<file path="src/rtl/cc_reg_bank_decoder_pkg.sv">
// Shared constants for the register bank, its address decoders and the downstream read mux.
package cc_reg_bank_decoder_pkg;

    localparam int CC_REG_COUNT     = 38;
    localparam int CC_REG_ADDR_W    = 6;
    localparam int CC_DATAWIDTH_BUS = 32;

    // Named register indices; 32..37 are the special-purpose registers
    localparam int CC_REG_R0_ZERO   = 0;
    localparam int CC_REG_SPEC0     = 32;
    localparam int CC_REG_SPEC1     = 33;
    localparam int CC_REG_SPEC2     = 34;
    localparam int CC_REG_SPEC3     = 35;
    localparam int CC_REG_SPEC4     = 36;
    localparam int CC_REG_SPEC5     = 37;

    typedef enum logic {
        ST_IDLE    = 1'b0,
        ST_PRESENT = 1'b1
    } cc_sel_state_t;

endpackage

</file>
<file path="src/rtl/cc_reg_bank_decoder_addr.sv">
// Binary-to-one-hot converter; out-of-range indices yield all zeros and raise o_err.
module cc_reg_addr_decoder
    import cc_reg_bank_decoder_pkg::*;
#(
    parameter int N  = CC_REG_COUNT,
    parameter int AW = CC_REG_ADDR_W
) (
    input  logic [AW-1:0] i_addr,
    output logic [N-1:0]  o_onehot,
    output logic          o_err
);

    localparam logic [AW-1:0] ADDR_LIM = AW'(N);

    always_comb begin
        o_onehot = '0;
        o_err    = (i_addr >= ADDR_LIM);
        if (!o_err)
            o_onehot[i_addr] = 1'b1;
    end

endmodule

</file>
<file path="src/rtl/cc_reg_bank_decoder.sv">
// Register bank with flat read-out, guarded write port and registered one-hot A/B read selections.
module cc_reg_bank_decoder
    import cc_reg_bank_decoder_pkg::*;
#(
    parameter int DATAWIDTH_BUS         = CC_DATAWIDTH_BUS,
    parameter int DATAWIDTH_DECODER_OUT = CC_REG_COUNT,
    parameter int DATAWIDTH_ADDR        = CC_REG_ADDR_W
) (
    input  logic                                            CC_REG_BANK_CLOCK_50,
    input  logic                                            CC_REG_BANK_RESET_InHigh,
    input  logic [DATAWIDTH_ADDR-1:0]                       CC_REG_BANK_ADDR_A,
    input  logic [DATAWIDTH_ADDR-1:0]                       CC_REG_BANK_ADDR_B,
    input  logic [DATAWIDTH_ADDR-1:0]                       CC_REG_BANK_ADDR_C,
    input  logic                                            CC_REG_BANK_WR_EN,
    input  logic [DATAWIDTH_BUS-1:0]                        CC_REG_BANK_WR_DATA,
    input  logic                                            CC_REG_BANK_SEL_REQ,
    output logic [DATAWIDTH_DECODER_OUT*DATAWIDTH_BUS-1:0]  CC_REG_BANK_REGS_OUT,
    output logic [DATAWIDTH_DECODER_OUT-1:0]                CC_REG_BANK_SEL_A,
    output logic [DATAWIDTH_DECODER_OUT-1:0]                CC_REG_BANK_SEL_B,
    output logic                                            CC_REG_BANK_SEL_VALID,
    output logic                                            CC_REG_BANK_ADDR_ERR
);

    localparam int                        N        = DATAWIDTH_DECODER_OUT;
    localparam int                        AW       = DATAWIDTH_ADDR;
    localparam logic [AW-1:0]             ADDR_LIM = AW'(N);
    localparam logic [AW-1:0]             ADDR_R0  = AW'(CC_REG_R0_ZERO);

    logic [N-1:0][DATAWIDTH_BUS-1:0] r_regs;
    logic [N-1:0]                    r_sel_a;
    logic [N-1:0]                    r_sel_b;
    logic                            r_sel_valid;
    logic                            r_addr_err;
    cc_sel_state_t                   r_state;

    logic [N-1:0] w_oh_a;
    logic [N-1:0] w_oh_b;
    logic         w_err_a;
    logic         w_err_b;
    logic         w_err_c;
    logic         w_wr_hit;
    logic         w_err_now;

    cc_reg_addr_decoder #(.N(N), .AW(AW)) u_dec_a (
        .i_addr   (CC_REG_BANK_ADDR_A),
        .o_onehot (w_oh_a),
        .o_err    (w_err_a)
    );

    cc_reg_addr_decoder #(.N(N), .AW(AW)) u_dec_b (
        .i_addr   (CC_REG_BANK_ADDR_B),
        .o_onehot (w_oh_b),
        .o_err    (w_err_b)
    );

    // R0 is never written, so it stays at its reset value of zero
    assign w_err_c   = (CC_REG_BANK_ADDR_C >= ADDR_LIM);
    assign w_wr_hit  = CC_REG_BANK_WR_EN && !w_err_c && (CC_REG_BANK_ADDR_C != ADDR_R0);
    assign w_err_now = (CC_REG_BANK_WR_EN && w_err_c) ||
                       (CC_REG_BANK_SEL_REQ && (w_err_a || w_err_b));

    always_ff @(posedge CC_REG_BANK_CLOCK_50) begin
        if (CC_REG_BANK_RESET_InHigh) begin
            r_regs      <= '0;
            r_sel_a     <= '0;
            r_sel_b     <= '0;
            r_sel_valid <= 1'b0;
            r_addr_err  <= 1'b0;
            r_state     <= ST_IDLE;
        end else begin
            if (w_wr_hit)
                r_regs[CC_REG_BANK_ADDR_C] <= CC_REG_BANK_WR_DATA;
            if (w_err_now)
                r_addr_err <= 1'b1;

            // SEL_VALID is high exactly while in PRESENT; selections hold in IDLE
            case (r_state)
                ST_IDLE, ST_PRESENT: begin
                    if (CC_REG_BANK_SEL_REQ) begin
                        r_sel_a     <= w_oh_a;
                        r_sel_b     <= w_oh_b;
                        r_sel_valid <= 1'b1;
                        r_state     <= ST_PRESENT;
                    end else begin
                        r_sel_valid <= 1'b0;
                        r_state     <= ST_IDLE;
                    end
                end
                default: begin
                    r_sel_valid <= 1'b0;
                    r_state     <= ST_IDLE;
                end
            endcase
        end
    end

    assign CC_REG_BANK_REGS_OUT  = r_regs;
    assign CC_REG_BANK_SEL_A     = r_sel_a;
    assign CC_REG_BANK_SEL_B     = r_sel_b;
    assign CC_REG_BANK_SEL_VALID = r_sel_valid;
    assign CC_REG_BANK_ADDR_ERR  = r_addr_err;

endmodule

</file>
<file path="config.mk">
export PLATFORM = sky130hd
export DESIGN_NAME = cc_reg_bank_decoder
export DESIGN_NICKNAME = d
export VERILOG_FILES = /design/src/rtl/cc_reg_bank_decoder_pkg.sv /design/src/rtl/cc_reg_bank_decoder_addr.sv /design/src/rtl/cc_reg_bank_decoder.sv
export SDC_FILE = /design/constraint.sdc
export NUM_CORES = 2
export LEC_CHECK = 0
export CAP_MARGIN = 20
export CORE_AREA = 5 5 522 524
export CTS_BUF_LIST = sky130_fd_sc_hd__clkbuf_2
export DETAILED_ROUTE_END_ITERATION = 10
export DIE_AREA = 0 0 527 529
export PLACE_DENSITY = 0.4
export RECOVER_POWER = 25
export SETUP_SLACK_MARGIN = 0.5
export SLEW_MARGIN = 25
export SYNTH_ARGS = -nofsm -noshare
export SYNTH_HDL_FRONTEND = slang
export SYNTH_HIERARCHICAL = 1
export SYNTH_SLANG_ARGS = --single-unit
</file>
<file path="constraint.sdc">
create_clock -name CC_REG_BANK_CLOCK_50 -period 1.5 [get_ports CC_REG_BANK_CLOCK_50]
set_input_delay 0.225 -clock CC_REG_BANK_CLOCK_50 [delete_from_list [all_inputs] [get_ports CC_REG_BANK_CLOCK_50]]
set_output_delay 0.225 -clock CC_REG_BANK_CLOCK_50 [all_outputs]
set_load 0.01 [all_outputs]
</file>
==> results_dict.tcl <==
set metrics [dict create \
    outcome "finished, violations left" \
    violations "negative setup slack" \
    cts_tree "yes" \
    fmax_mhz 375 \
    start_kind "input pin" \
    cp_common_cell "clkbuf_1" \
    finish.net_count 6517 \
    grt_pass1_wl_um 354000 \
    insertion_delay_ps 1570 \
    yosys-top-cells-count "dfxtp_1 (1,294), mux2i_1 (1,260), nand2b_1 (1,226)" \
    hold_path_class "input pin to flip-flop" \
    synth_top_area_cell "dfxtp_1" \
    drc 0 \
    critPathMaxStageDelay_ps 1020 \
    die_y_um 529 \
    die_area_um2 279000 \
    clk_pin_slew_ps 100 \
    seq_area_frac_synth_pct 52.5 \
    cp.required_ps 3090 \
    firstDrtPassIters 5 \
    yosys_warnings 6 \
    worstPathArrival_ps 4250 \
    vias_per_cell 3.91 \
    place_congestion 0.769 \
    clockBufferDepth 4 \
    ir_worst_vdd_v 0.000402 \
    area_growth_pct 61.2 \
    async_flop_share_pct 0 \
    post-route-period-util_pct 178 \
    fin_ws_ps -1160 \
    dp_hpwl_um 189000 \
    synth_cell_type_count 37 \
    core.rowCount 190 \
    finalNonFillerCells 10282 \
    htreeDepth 5 \
    core_um2 267000 \
    maxSlewViolCount 0 \
    synthesis.nets 4521 \
    wl_per_cell_um 25.9 \
    whs_ps 289 \
    yosysMostFrequentCell "dfxtp_1" \
    drive_above_1_share_pct 53.2 \
    synth_ff_type "dfxtp_1" \
    die_w_um 527 \
    synthTopCellsByArea "dfxtp_1 (53%), mux2i_1 (26%), nand2b_1 (16%)" \
    syn_area_um2 49300 \
    pre_cts_ws_ps -981 \
    critPathMaxFanout 8 \
    drtIter0Drc 1585 \
    clock-root-buffer "clkbuf_2" \
    crit_path_end_kind "flip-flop" \
    finalSetupViolations 2549 \
    start_util_pct 18.5 \
    grt_max_degree 93 \
    power.leakage_nw 40.3 \
    ios 1348 \
    num_vias 40175 \
    clock_sinks 1294 \
    drv_cap 0 \
    drt_wl_total_um 266000 \
    synth-edff-count 0 \
    io_buffer_count 1347 \
    finalHoldViolations 0 \
    synth_top_area_share_pct 52.5 \
    worstPathCellList "buf_6 -> clkbuf_4 -> clkbuf_1 -> dlymetal6s2s_1 -> clkbuf_1 -> clkbuf_1 -> clkbuf_2 -> clkbuf_1 -> buf_4 -> dlygate4sd3_1 -> nand2b_4 -> buf_4 -> dlygate4sd3_1 -> mux2i_1" \
    dp.cells 9287 \
    grt_pass1_vias 41226 \
    grt_setup_unrepaired "yes" \
    overflow 0 \
    worst_slew_pin_slew_ps 1140 \
    post-route-util_pct 29.8 \
    avgSynthCellArea_um2 11.0 \
    skew_ps 0 \
    critical_path_class "input pin to flip-flop" \
    period_needed_ps 2660 \
    power.density_nw_per_um2 838 \
    postSynthCellCount 4467 \
    grt_usage_pct 18.1 \
    cts_inserted_buffers 381 \
    max_slew_margin_pct 24.0 \
    critPathSlowestCell "dlygate4sd3_1" \
    synth-seq-cells 1294 \
    ant_nets 0 \
    antenna_found_initial 47 \
]
[critical path: cells and delay by family]
family        cells  cell delay (ps)
buf+inv          12             3570
mux               1              170
simple gates      1              280
[cells in the final DEF, fill, tap and decap left out, types with 3 or more instances in the layout]
cell and instances:
and3b_1 3, nand4bb_1 6, bufinv_16 4, diode_2 22, nor4_1 6, clkinv_1 44
nor2_2 3, clkinv_4 3, nor2_1 127, dfxtp_1 128, dfxtp_4 13, clkinv_2 4
inv_2 4, clkbuf_1 4, nand2b_4 32, clkinvlp_4 6, buf_6 1179, nor3_2 3
nor3b_4 3, clkdlybuf4s15_1 3, mux2i_1 1260, nor3_1 14, or4b_4 8, nor2b_1 35
clkdlybuf4s50_1 51, dlygate4sd3_1 141, nand2b_1 1193, buf_12 154, buf_4 373, dlygate4sd2_1 110
nand2_2 27, nand2_4 8, clkbuf_4 3, buf_8 5, dfxtp_2 1153, inv_6 7
clkbuf_2 563
[power by group]
part | total [mW] | internal (mW) | leakage (nW) | switching (mW)
Clock | 27.0 | 10.5 | 2.51 | 16.5
Sequential | 34.5 | 34.4 | 11.0 | 0.107
Combinational | 5.08 | 2.22 | 26.8 | 2.86
[sequential cells by signal, indices dropped and copies added, names as in the netlist]
register               flops
CC_REG_BANK_SEL_A         38
CC_REG_BANK_REGS_OUT    1216
CC_REG_BANK_SEL_B         38
CC_REG_BANK_ADDR_ERR       1
CC_REG_BANK_SEL_VALID      1
[layer usage]
| metal | share of wire, % | global-route usage (%) |
|---|---|---|
| met1 | 41 | 21.3 |
| met2 | 48 | 31.0 |
| met3 | 7.9 | 6.50 |
| met4 | 3.0 | 4.89 |
| met5 | 0.028 | 0 |
[what timing repair did]
action,CTS,global route
endpoints found under the hold margin,1294,0
setup buffers,30,163
gates resized for setup,3847,4259
hold buffers,152,0
setup endpoints to repair,1294,2520
[metrics by stage]
step	setup TNS [ps]	cell area [µm²]	total power, mW
finish	-1636660	79500	66.7
global route	-2133970	79500	70.3
CTS	-1788470	75600	68.3
detailed placement	-961190	70500	40.2
global placement	-958790	70500	40.2
floorplan	0	50300	37.3
[final timing paths]
kind / startpoint / to / slack (ps) / cells after the start
hold reg to reg: CC_REG_BANK_REGS_OUT[2] / CC_REG_BANK_REGS_OUT[2] / 470 / 1
setup / recovery: CC_REG_BANK_RESET_InHigh / CC_REG_BANK_REGS_OUT[970] / -1160 / 14
hold / removal: CC_REG_BANK_ADDR_C[1] / CC_REG_BANK_REGS_OUT[55] / 290 / 6
setup reg to reg: CC_REG_BANK_SEL_A[22] / CC_REG_BANK_SEL_A[22] / 710 / 3
[cell type report]
cell class                      count  area [µm²]
Multi-Input combinational cell   2753       22200
Clock inverter                     72         453
Timing Repair Buffer             2032       22200
Tap cell                         3552        4440
Sequential cell                  1294       27400
Fill cell                       28016      187000
Clock buffer                      556        2780
Antenna cell                       22        55.1
Inverter                            1        3.75
[cells by family (layout without fill, tap and decap cells)]
group,after synthesis,in the layout,share of synthesized area (%)
other,0,22,0
DFF,1294,1294,52.5
muxes,1260,1260,25.6
and+or+nand+nor,1488,1488,18.3
AOI/OAI and AO/OA,5,5,0.0710
buffers and inverters,420,2661,3.58
Power figures use the tool's default switching activity.
